[src/rtl/lsu_pkg.sv]
// Shared funct3 codes, FSM encoding and byte-lane masks for the load/store unit.
// Build option LSU_MISALIGN_ERR_EN is consumed by lsu_mem_port.
package lsu_pkg;

  localparam logic [2:0] F3_B  = 3'b000;
  localparam logic [2:0] F3_H  = 3'b001;
  localparam logic [2:0] F3_W  = 3'b010;
  localparam logic [2:0] F3_BU = 3'b100;
  localparam logic [2:0] F3_HU = 3'b101;

  typedef enum logic [1:0] {
    ST_IDLE      = 2'd0,
    ST_LOAD_WAIT = 2'd1,
    ST_RESP      = 2'd2
  } lsu_state_e;

  localparam logic [3:0] MASK_NONE = 4'b0000;
  localparam logic [3:0] MASK_B    = 4'b0001;
  localparam logic [3:0] MASK_H    = 4'b0011;
  localparam logic [3:0] MASK_W    = 4'b1111;

  // Accesses that cannot be served inside one aligned word, plus undefined funct3.
  function automatic logic access_bad(logic [2:0] f3, logic [1:0] off);
    logic bad;
    case (f3)
      F3_B, F3_BU: bad = 1'b0;
      F3_H, F3_HU: bad = (off == 2'd3);
      F3_W:        bad = (off != 2'd0);
      default:     bad = 1'b1;
    endcase
    return bad;
  endfunction

endpackage

[src/rtl/lsu_lane_align.sv]
// Combinational byte-lane steering: store mask/shift on the request side and
// load extract/extend on the return side.
module lsu_lane_align
  import lsu_pkg::*;
(
  input  logic [2:0]  st_funct3_i,
  input  logic [1:0]  st_off_i,
  input  logic [31:0] st_data_i,
  output logic [3:0]  st_we_o,
  output logic [31:0] st_data_o,
  input  logic [2:0]  ld_funct3_i,
  input  logic [1:0]  ld_off_i,
  input  logic [31:0] ld_data_i,
  output logic [31:0] ld_data_o
);

  logic [31:0] ld_shifted;

  always_comb begin
    st_we_o   = MASK_NONE;
    st_data_o = st_data_i;
    case (st_funct3_i)
      F3_B: begin
        st_we_o   = MASK_B << st_off_i;
        st_data_o = {4{st_data_i[7:0]}};
      end
      F3_H: begin
        if (st_off_i != 2'd3) begin
          st_we_o   = MASK_H << st_off_i;
          st_data_o = st_data_i << {st_off_i, 3'b000};
        end
      end
      F3_W: begin
        if (st_off_i == 2'd0) st_we_o = MASK_W;
      end
      default: ;
    endcase
  end

  assign ld_shifted = ld_data_i >> {ld_off_i, 3'b000};

  always_comb begin
    ld_data_o = '0;
    case (ld_funct3_i)
      F3_B:  ld_data_o = {{24{ld_shifted[7]}}, ld_shifted[7:0]};
      F3_BU: ld_data_o = {24'b0, ld_shifted[7:0]};
      F3_H:  if (ld_off_i != 2'd3) ld_data_o = {{16{ld_shifted[15]}}, ld_shifted[15:0]};
      F3_HU: if (ld_off_i != 2'd3) ld_data_o = {16'b0, ld_shifted[15:0]};
      F3_W:  if (ld_off_i == 2'd0) ld_data_o = ld_shifted;
      default: ;
    endcase
  end

endmodule

[src/rtl/lsu_mem_port.sv]
// Memory-side load/store unit in front of a 1-cycle synchronous-read dmem.
// Define LSU_MISALIGN_ERR_EN to report misaligned/illegal accesses on rsp_err.
module lsu_mem_port
  import lsu_pkg::*;
#(
  parameter int unsigned DMEM_ADDR_W = 14,
  parameter int unsigned RD_LATENCY  = 1
) (
  input  logic                   clk,
  input  logic                   rst_n,
  input  logic                   req_valid,
  output logic                   req_ready,
  input  logic                   req_we,
  input  logic [2:0]             req_funct3,
  input  logic [31:0]            req_addr,
  input  logic [31:0]            req_wdata,
  output logic                   rsp_valid,
  input  logic                   rsp_ready,
  output logic [31:0]            rsp_rdata,
  output logic                   rsp_err,
  output logic                   mem_en,
  output logic [3:0]             mem_we,
  output logic [DMEM_ADDR_W-1:0] mem_addr,
  output logic [31:0]            mem_wdata,
  input  logic [31:0]            mem_rdata
);

  if (RD_LATENCY != 1) begin : g_bad_latency
    $error("lsu_mem_port supports RD_LATENCY == 1 only");
  end

  lsu_state_e  state_q, state_d;
  logic [1:0]  off_q, off_d;
  logic [2:0]  f3_q, f3_d;
  logic [31:0] rdata_q, rdata_d;
  logic        accept;
  logic [3:0]  st_we;
  logic [31:0] ld_data;

  // Bits above the dmem window belong to the external address decoder.
  logic unused_addr_hi;
  assign unused_addr_hi = ^req_addr[31:DMEM_ADDR_W+2];

  lsu_lane_align u_lane_align (
    .st_funct3_i (req_funct3),
    .st_off_i    (req_addr[1:0]),
    .st_data_i   (req_wdata),
    .st_we_o     (st_we),
    .st_data_o   (mem_wdata),
    .ld_funct3_i (f3_q),
    .ld_off_i    (off_q),
    .ld_data_i   (mem_rdata),
    .ld_data_o   (ld_data)
  );

  assign accept    = req_valid & (state_q == ST_IDLE);
  assign mem_en    = accept;
  assign mem_we    = (accept & req_we) ? st_we : MASK_NONE;
  assign mem_addr  = req_addr[DMEM_ADDR_W+1:2];
  assign rsp_rdata = rdata_q;

  always_comb begin
    state_d   = state_q;
    off_d     = off_q;
    f3_d      = f3_q;
    rdata_d   = rdata_q;
    req_ready = 1'b0;
    rsp_valid = 1'b0;
    unique case (state_q)
      ST_IDLE: begin
        req_ready = 1'b1;
        if (req_valid) begin
          off_d = req_addr[1:0];
          f3_d  = req_funct3;
          if (req_we) begin
            rdata_d = '0;
            state_d = ST_RESP;
          end else begin
            state_d = ST_LOAD_WAIT;
          end
        end
      end
      ST_LOAD_WAIT: begin
        rdata_d = ld_data;
        state_d = ST_RESP;
      end
      ST_RESP: begin
        rsp_valid = 1'b1;
        if (rsp_ready) state_d = ST_IDLE;
      end
      default: state_d = ST_IDLE;
    endcase
  end

  always_ff @(posedge clk or negedge rst_n) begin
    if (!rst_n) begin
      state_q <= ST_IDLE;
      off_q   <= '0;
      f3_q    <= '0;
      rdata_q <= '0;
    end else begin
      state_q <= state_d;
      off_q   <= off_d;
      f3_q    <= f3_d;
      rdata_q <= rdata_d;
    end
  end

`ifdef LSU_MISALIGN_ERR_EN
  logic err_q, err_d;

  assign err_d   = accept ? access_bad(req_funct3, req_addr[1:0]) : err_q;
  assign rsp_err = err_q & (state_q == ST_RESP);

  always_ff @(posedge clk or negedge rst_n) begin
    if (!rst_n) err_q <= 1'b0;
    else        err_q <= err_d;
  end
`else
  assign rsp_err = 1'b0;
`endif

endmodule

[config.mk]
export PLATFORM = sky130hd
export DESIGN_NAME = lsu_mem_port
export DESIGN_NICKNAME = d
export VERILOG_FILES = /design/src/rtl/lsu_pkg.sv /design/src/rtl/lsu_lane_align.sv /design/src/rtl/lsu_mem_port.sv
export SDC_FILE = /design/constraint.sdc
export NUM_CORES = 1
export LEC_CHECK = 0
export BUFFER_PORTS_ARGS = -buffer_cell sky130_fd_sc_hd__buf_2
export CORE_MARGIN = 5
export CORE_UTILIZATION = 46
export CTS_CLUSTER_DIAMETER = 120
export DETAILED_ROUTE_END_ITERATION = 7
export PLACE_DENSITY = 0.91
export SLEW_MARGIN = 0
export SYNTH_ARGS = -nofsm -noshare
export SYNTH_HDL_FRONTEND = slang
export SYNTH_SLANG_ARGS = --single-unit
[constraint.sdc]
create_clock -name clk -period 3.9 [get_ports clk]
set_input_delay 0 -clock clk [delete_from_list [all_inputs] [get_ports clk]]
set_output_delay 0 -clock clk [all_outputs]
set_load 0.005 [all_outputs]
=== Yosys cells after proc, flatten, opt, wreduce, memory -nomap -nowiden ===
Cells that the tools add are included.

* Register bits after elaboration: 39
* Input bits: 104
* Output and inout bits: 86
* Logic and storage cells: 51

* Eq/ne operators: 13
* Shift-type cells: 4
* Muxes and demuxes: 19
* Bitwise gates (word level): 2
* Reduce and logical (&&, ||, !) cells: 9

{| class="wikitable"
|+ Operators by type and width
! kind !! count
|-
| $mux 32 || 5
|-
| $pmux 32 s5 || 1
|-
| $pmux 32 s2 || 2
|-
| $shl 32x5->32 || 1
|-
| $shr 32x5->32 || 1
|-
| $mux 16 || 1
|-
| $mux 4 || 3
|-
| $pmux 4 s3 || 1
|-
| $ne 2x2->1 const B || 5
|-
| $eq 3x1->1 const B || 2
|-
| $eq 3x2->1 const B || 2
|-
| $eq 3x3->1 const B || 2
|-
| $logic_not 2->1 || 3
|-
| $logic_not 3->1 || 2
|-
| $mux 2 || 3
|-
| $pmux 2 s3 || 1
|-
| $reduce_and 2->1 || 2
|-
| $shl 1x2->4 const A || 1
|-
| $shl 2x2->4 const A || 1
|-
| $reduce_and 3->1 || 1
|-
| $and 1x1->1 || 2
|-
| $eq 2x1->1 const B || 1
|-
| $eq 2x2->1 const B || 1
|-
| $mux 1 || 2
|-
| $reduce_bool 2->1 || 1
|}

=== Depth between registers and ports, before layout ===
* Depth after elaboration: 4
* Depth in mapped cells: 7

=== By module ===
Synthesis repeated with hierarchy kept, for this count alone.

* Cell total of the unflattened synthesis: 466
* Area, all modules: 3836.2 um^2

{| class="wikitable"
|+ By module, submodules not included
! module !! times used !! cells an instance !! area each (um^2) !! sequential area each (um^2)
|-
| lsu_mem_port || 1 || 214 || 2026.9 || 975.9
|-
| lsu_lane_align || 1 || 252 || 1809.2 || 0.0
|}

=== Worst setup path before layout ===
Ideal clock, no wire load.

* Path type: reg2reg
* Start: register off_q[0]
* End: register rdata_q[18], in the netlist rsp_rdata[18]
* Library setup time: 0.126 ns
* Arrival: 1.507 ns
* Setup slack: 2.267 ns
* Stages on the path, launching flop included: 7
* Path buffers: 2
* Period minus slack after synthesis: 1.633 ns
* Cells stage by stage: dfrtp_1 > buf_2 > mux2i_1 > nand3b_1 > o2111a_1 > buf_2 > a221o_1

* Word-level cells in the longest chain between the ends: 4

{| class="wikitable"
|+ Ends and longest elaborated chain
! what !! RTL line !! text
|-
| from (decl) || lsu_mem_port.sv:33 || <nowiki>logic [1:0] off_q, off_d;</nowiki>
|-
| from (signal assigned) || lsu_mem_port.sv:98 || <nowiki>off_q <= '0;</nowiki>
|-
| from (signal assigned) || lsu_mem_port.sv:103 || <nowiki>off_q <= off_d;</nowiki>
|-
| $shr 32x5->32, or another cell as far along || lsu_lane_align.sv:40 || <nowiki>assign ld_shifted = ld_data_i >> {ld_off_i, 3'b000};</nowiki>
|-
| $mux 32 (on tied branches) || lsu_lane_align.sv:49, lsu_lane_align.sv:47 ||
|-
| $pmux 32 s5 (*) || lsu_lane_align.sv:44 || <nowiki>case (ld_funct3_i)</nowiki>
|-
| $pmux 32 s2 (*) || lsu_mem_port.sv:69 || <nowiki>unique case (state_q)</nowiki>
|-
| to (signal assigned) || lsu_mem_port.sv:105 || <nowiki>rdata_q <= rdata_d;</nowiki>
|-
| to (decl) || lsu_mem_port.sv:35 || <nowiki>logic [31:0] rdata_q, rdata_d;</nowiki>
|}

Mark *: on every way between the ends. The rest lies on a longest branch, timed or not.
A chain may end at the register's enable or synchronous reset.

=== Worst setup path in the final report ===
* Start: input port req_addr[0]
* End: output port mem_wdata[14]

* Word-level cells in the longest chain between the ends: 3

{| class="wikitable"
|+ Ends and longest elaborated chain
! what !! RTL line !! text
|-
| from (decl) || lsu_mem_port.sv:15 || <nowiki>input logic [31:0] req_addr,</nowiki>
|-
| $shl 32x5->32 or $ne 2x2->1 (tied branches) || lsu_lane_align.sv:30, lsu_lane_align.sv:28 ||
|-
| $mux 32 (*) || lsu_lane_align.sv:28 || <nowiki>if (st_off_i != 2'd3) begin</nowiki>
|-
| $pmux 32 s2 (*) || lsu_lane_align.sv:22 || <nowiki>case (st_funct3_i)</nowiki>
|-
| to (decl) || lsu_mem_port.sv:24 || <nowiki>output logic [31:0] mem_wdata,</nowiki>
|}

Marked as above.

==> summary.txt <==
Drt
  • Initial DRC Count: around 250
  • Drt first pass iters: 5
  • Vias: between 3,000 and 4,000
  • Final ANT Viol Nets: 0
  • Avg WL per Cell: around 19 µm
  • Vias per cell: between 5 and 6
  • Post-route DRC: 0
  • Total routed wirelength: approximately 9600 µm

Pwr
  • Sw power: between 0.5 and 0.6 mW
  • Sequential power share: 0.379
  • Pwr Density: ~430 mW/mm²
  • P_leak: around 2 nW
  • Switching share of power: 0.336
  • Int Power: about 1.1 mW
  • Clk pwr share: 0.247
  • Worst vdd ir: between 0.3 and 0.4 mV
  • Combinational fraction of design power: 0.375
  • Power, Total: between 1.5 and 2 mW

Floorplan
  • Die X: 89.6 µm
  • Row count: 29
  • I/O pin count: 190
  • Initial Util: 0.467
  • Die ar.: 0.00803 mm²
  • Core box area: ~0.0062 mm²
  • DIE HEIGHT: approximately 90 µm

Run
  • Maxcap violations: 0

Worst setup path
  • CP max stage delay: between 0.6 and 0.7 ns
  • Top Family by Delay on Critical Path: simple AND/OR/NAND/NOR gates
  • Type of origin of the critical path: input pin
  • Worst Reg-to-Reg Cells: 3
  • Critical path type: input pin to primary output
  • Crit end category: primary output
  • Crit-path most repeated cell: buf_2
  • CP bufs+invs: 2
  • Reg2reg setup slack: approximately 1.8 ns
  • Worst-path maximum fanout: 14
  • CP max stage cell: or4b_4
  • Levels on crit path: 7
  • Worst Path Required: slightly below 4 ns
  • CP arrival: around 2.2 ns
  • Crit-path cells: buf_2 -> ha_1 -> or4b_4 -> nor3_4 -> or2b_1 -> a22o_1 -> buf_2

Synth
  • Post-synth top area share: 0.335
  • Top cells by area, synth: dfrtp_1 33%, a221o_1 10%, mux4_2 5.4%
  • Mean post-synth cell area: 9.47 µm²
  • Biggest area consumer among synthesized cells: dfrtp_1
  • Syn Nets: ~420
  • Unique masters post-synth: between 40 and 50
  • Synthesis Warnings: 0
  • Mapped Area: just under 0.003 mm²
  • #FFs+latches synth: 39
  • Seq/Total Area, Yosys: 0.335
  • Cells after Synth: 308

Clocking
  • Sink Count: 39
  • Clock Path Buffers: 2
  • Post-cts resize count: 0
  • CTS H-tree depth: 2
  • Skew-Pair Late Insertion Delay: 0.29 ns
  • CTS tree: yes
  • Post-CTS setup buffer count: 0
  • Post-CTS Hold Buffers: 14
  • Root Buffer: clkbuf_8
  • Cts bufs inserted: 5

Placement
  • Gpl congestion: around 0.91
  • DP HPWL: 7050 µm
  • IO buf count: approximately 140
  • Dpl ws: around 1.7 ns

STA
  • RSZ-0062 raised after global routing: false
  • Slew HR: 0.358
  • Peak Freq: between 0.4 and 0.5 GHz
  • Clock skew: roughly 0.0047 ns
  • Final setup margin: ~1.7 ns
  • Final setup violation count: 0
  • Period Utilization, post-route: 0.574
  • Final worst path period need: 2.24 ns
  • Max-slew violations: 0
  • Hold slack: 0.00000168 ns
  • Final setup TNS: 0 ns
  • Final Hold Violating Endpoints: 0
  • Worst Max-Slew Pin Slew: 0.963 ns

Finish
  • Fill cells: a little over 500
  • Final Util: 0.606
  • Share of cells above drive strength 1: 0.390
  • N_diodes: 0
  • Layout area overhead: 29.6%
  • Commonest non-fill, non-tap cell in the layout: buf_2
  • Commonest non-fill, non-tap cells in the layout: 144 x buf_2, 39 x dfrtp_1, 29 x a221o_1
  • Final nets: between 500 and 600

Worst hold path
  • Worst hold stages: 0
  • Hold WC Path Type: input pin to primary output

Global routing
  • Largest net degree at the start of global routing: 40
  • Grt ovf: 0
  • Initial antenna violation count: 0
  • Total global-route track usage: 0.239
  • First-pass GRT wire length: ~15,000 µm
  • Vias in the first global route: around 3,100

Status
  • Run status: complete, no violations
==> worst paths after layout <==
check                        startpoint             to
setup / recovery            req_addr[0]  mem_wdata[14]
hold / removal              req_addr[7]    mem_addr[5]
setup reg to reg               off_q[1]  rsp_rdata[21]
hold reg to reg            rsp_rdata[6]   rsp_rdata[6]
max in group asynchronous         rst_n   rsp_rdata[7]
min in group asynchronous         rst_n   rsp_rdata[2]
==> worst reg2reg max path, delay by kind of cell (launching register included) <==
family             cells  cell delay [ns]
AOI/OAI and AO/OA      1             0.45
DFF                    1             0.98
and+or+nand+nor        2             0.59
==> layer usage <==
metal	global-route usage	wire length, µm	part of all wire	vias up
li1	-	-	-	1399
met1	0.272	3450	0.36	1455
met2	0.422	5050	0.53	180
met3	0.0730	853	0.089	27
met4	0.0866	257	0.027	0
met5	0	0	0	-
==> power groups by stage <==
stage                     combinational [mW]  sequential (mW)  clock (mW)
after floorplan                        0.396            0.570           0
after global placement                 0.564            0.608           0
after detailed placement               0.582            0.616           0
after CTS                              0.596            0.607       0.402
after global routing                   0.667            0.628       0.422
final                                  0.605            0.611       0.398
==> final cells by class <==
| cell class | instances | area, µm² | share of cell area |
|---|---|---|---|
| multi-input cells | 201 | 1600 | 0.422 |
| flip-flops and latches | 39 | 976 | 0.258 |
| clock inverters | 2 | 60.1 | 0.0159 |
| repair buffers | 160 | 876 | 0.232 |
| well taps | 77 | 96.3 | 0.0255 |
| inverters | 28 | 105 | 0.0278 |
| clock buffers | 6 | 72.6 | 0.0192 |
==> synthesized netlist by cell type, drive strengths merged <==
cell / count
or4b: 1
a221oi: 4
buf: 27
mux2: 5
and3: 1
ha: 4
nor2: 11
and2b: 3
nor2b: 9
dfrtp: 39
a22o: 13
o2111a: 1
and2: 1
nor4: 1
nand2: 20
a21boi: 2
a211o: 1
or2: 1
o21ba: 1
clkbuf: 13
a221o: 29
a211oi: 1
nand3: 4
or3: 1
nor3: 5
nand3b: 2
inv: 28
nand4b: 1
and4b: 2
conb: 1
and4: 1
o311ai: 2
mux2i: 12
nand2b: 8
a31oi: 3
or2b: 1
o21ai: 20
o221ai: 1
nor4bb: 1
a21oi: 9
mux4: 7
a222oi: 8
o32a: 1
a21o: 2
==> registers in the layout, indices dropped and copies added (netlist names) <==
register	count
rsp_rdata	32
f3_q	3
off_q	2
state_q	2
==> kinds of logic after synthesis <==
logic type / share of synthesized area
buf+inv: 0.118
fa+ha+maj: 0.0172
mux: 0.115
flops: 0.335
other cells: 0.00129
simple gates: 0.143
compound gates: 0.271
==> stage by stage <==
stage,instances,cell area (µm²)
CTS,513,3780
global route,513,3780
finish,513,3780
floorplan,308,2920
global placement,491,3510
detailed placement,491,3510
Note: power is estimated with default switching activity, not from simulation.
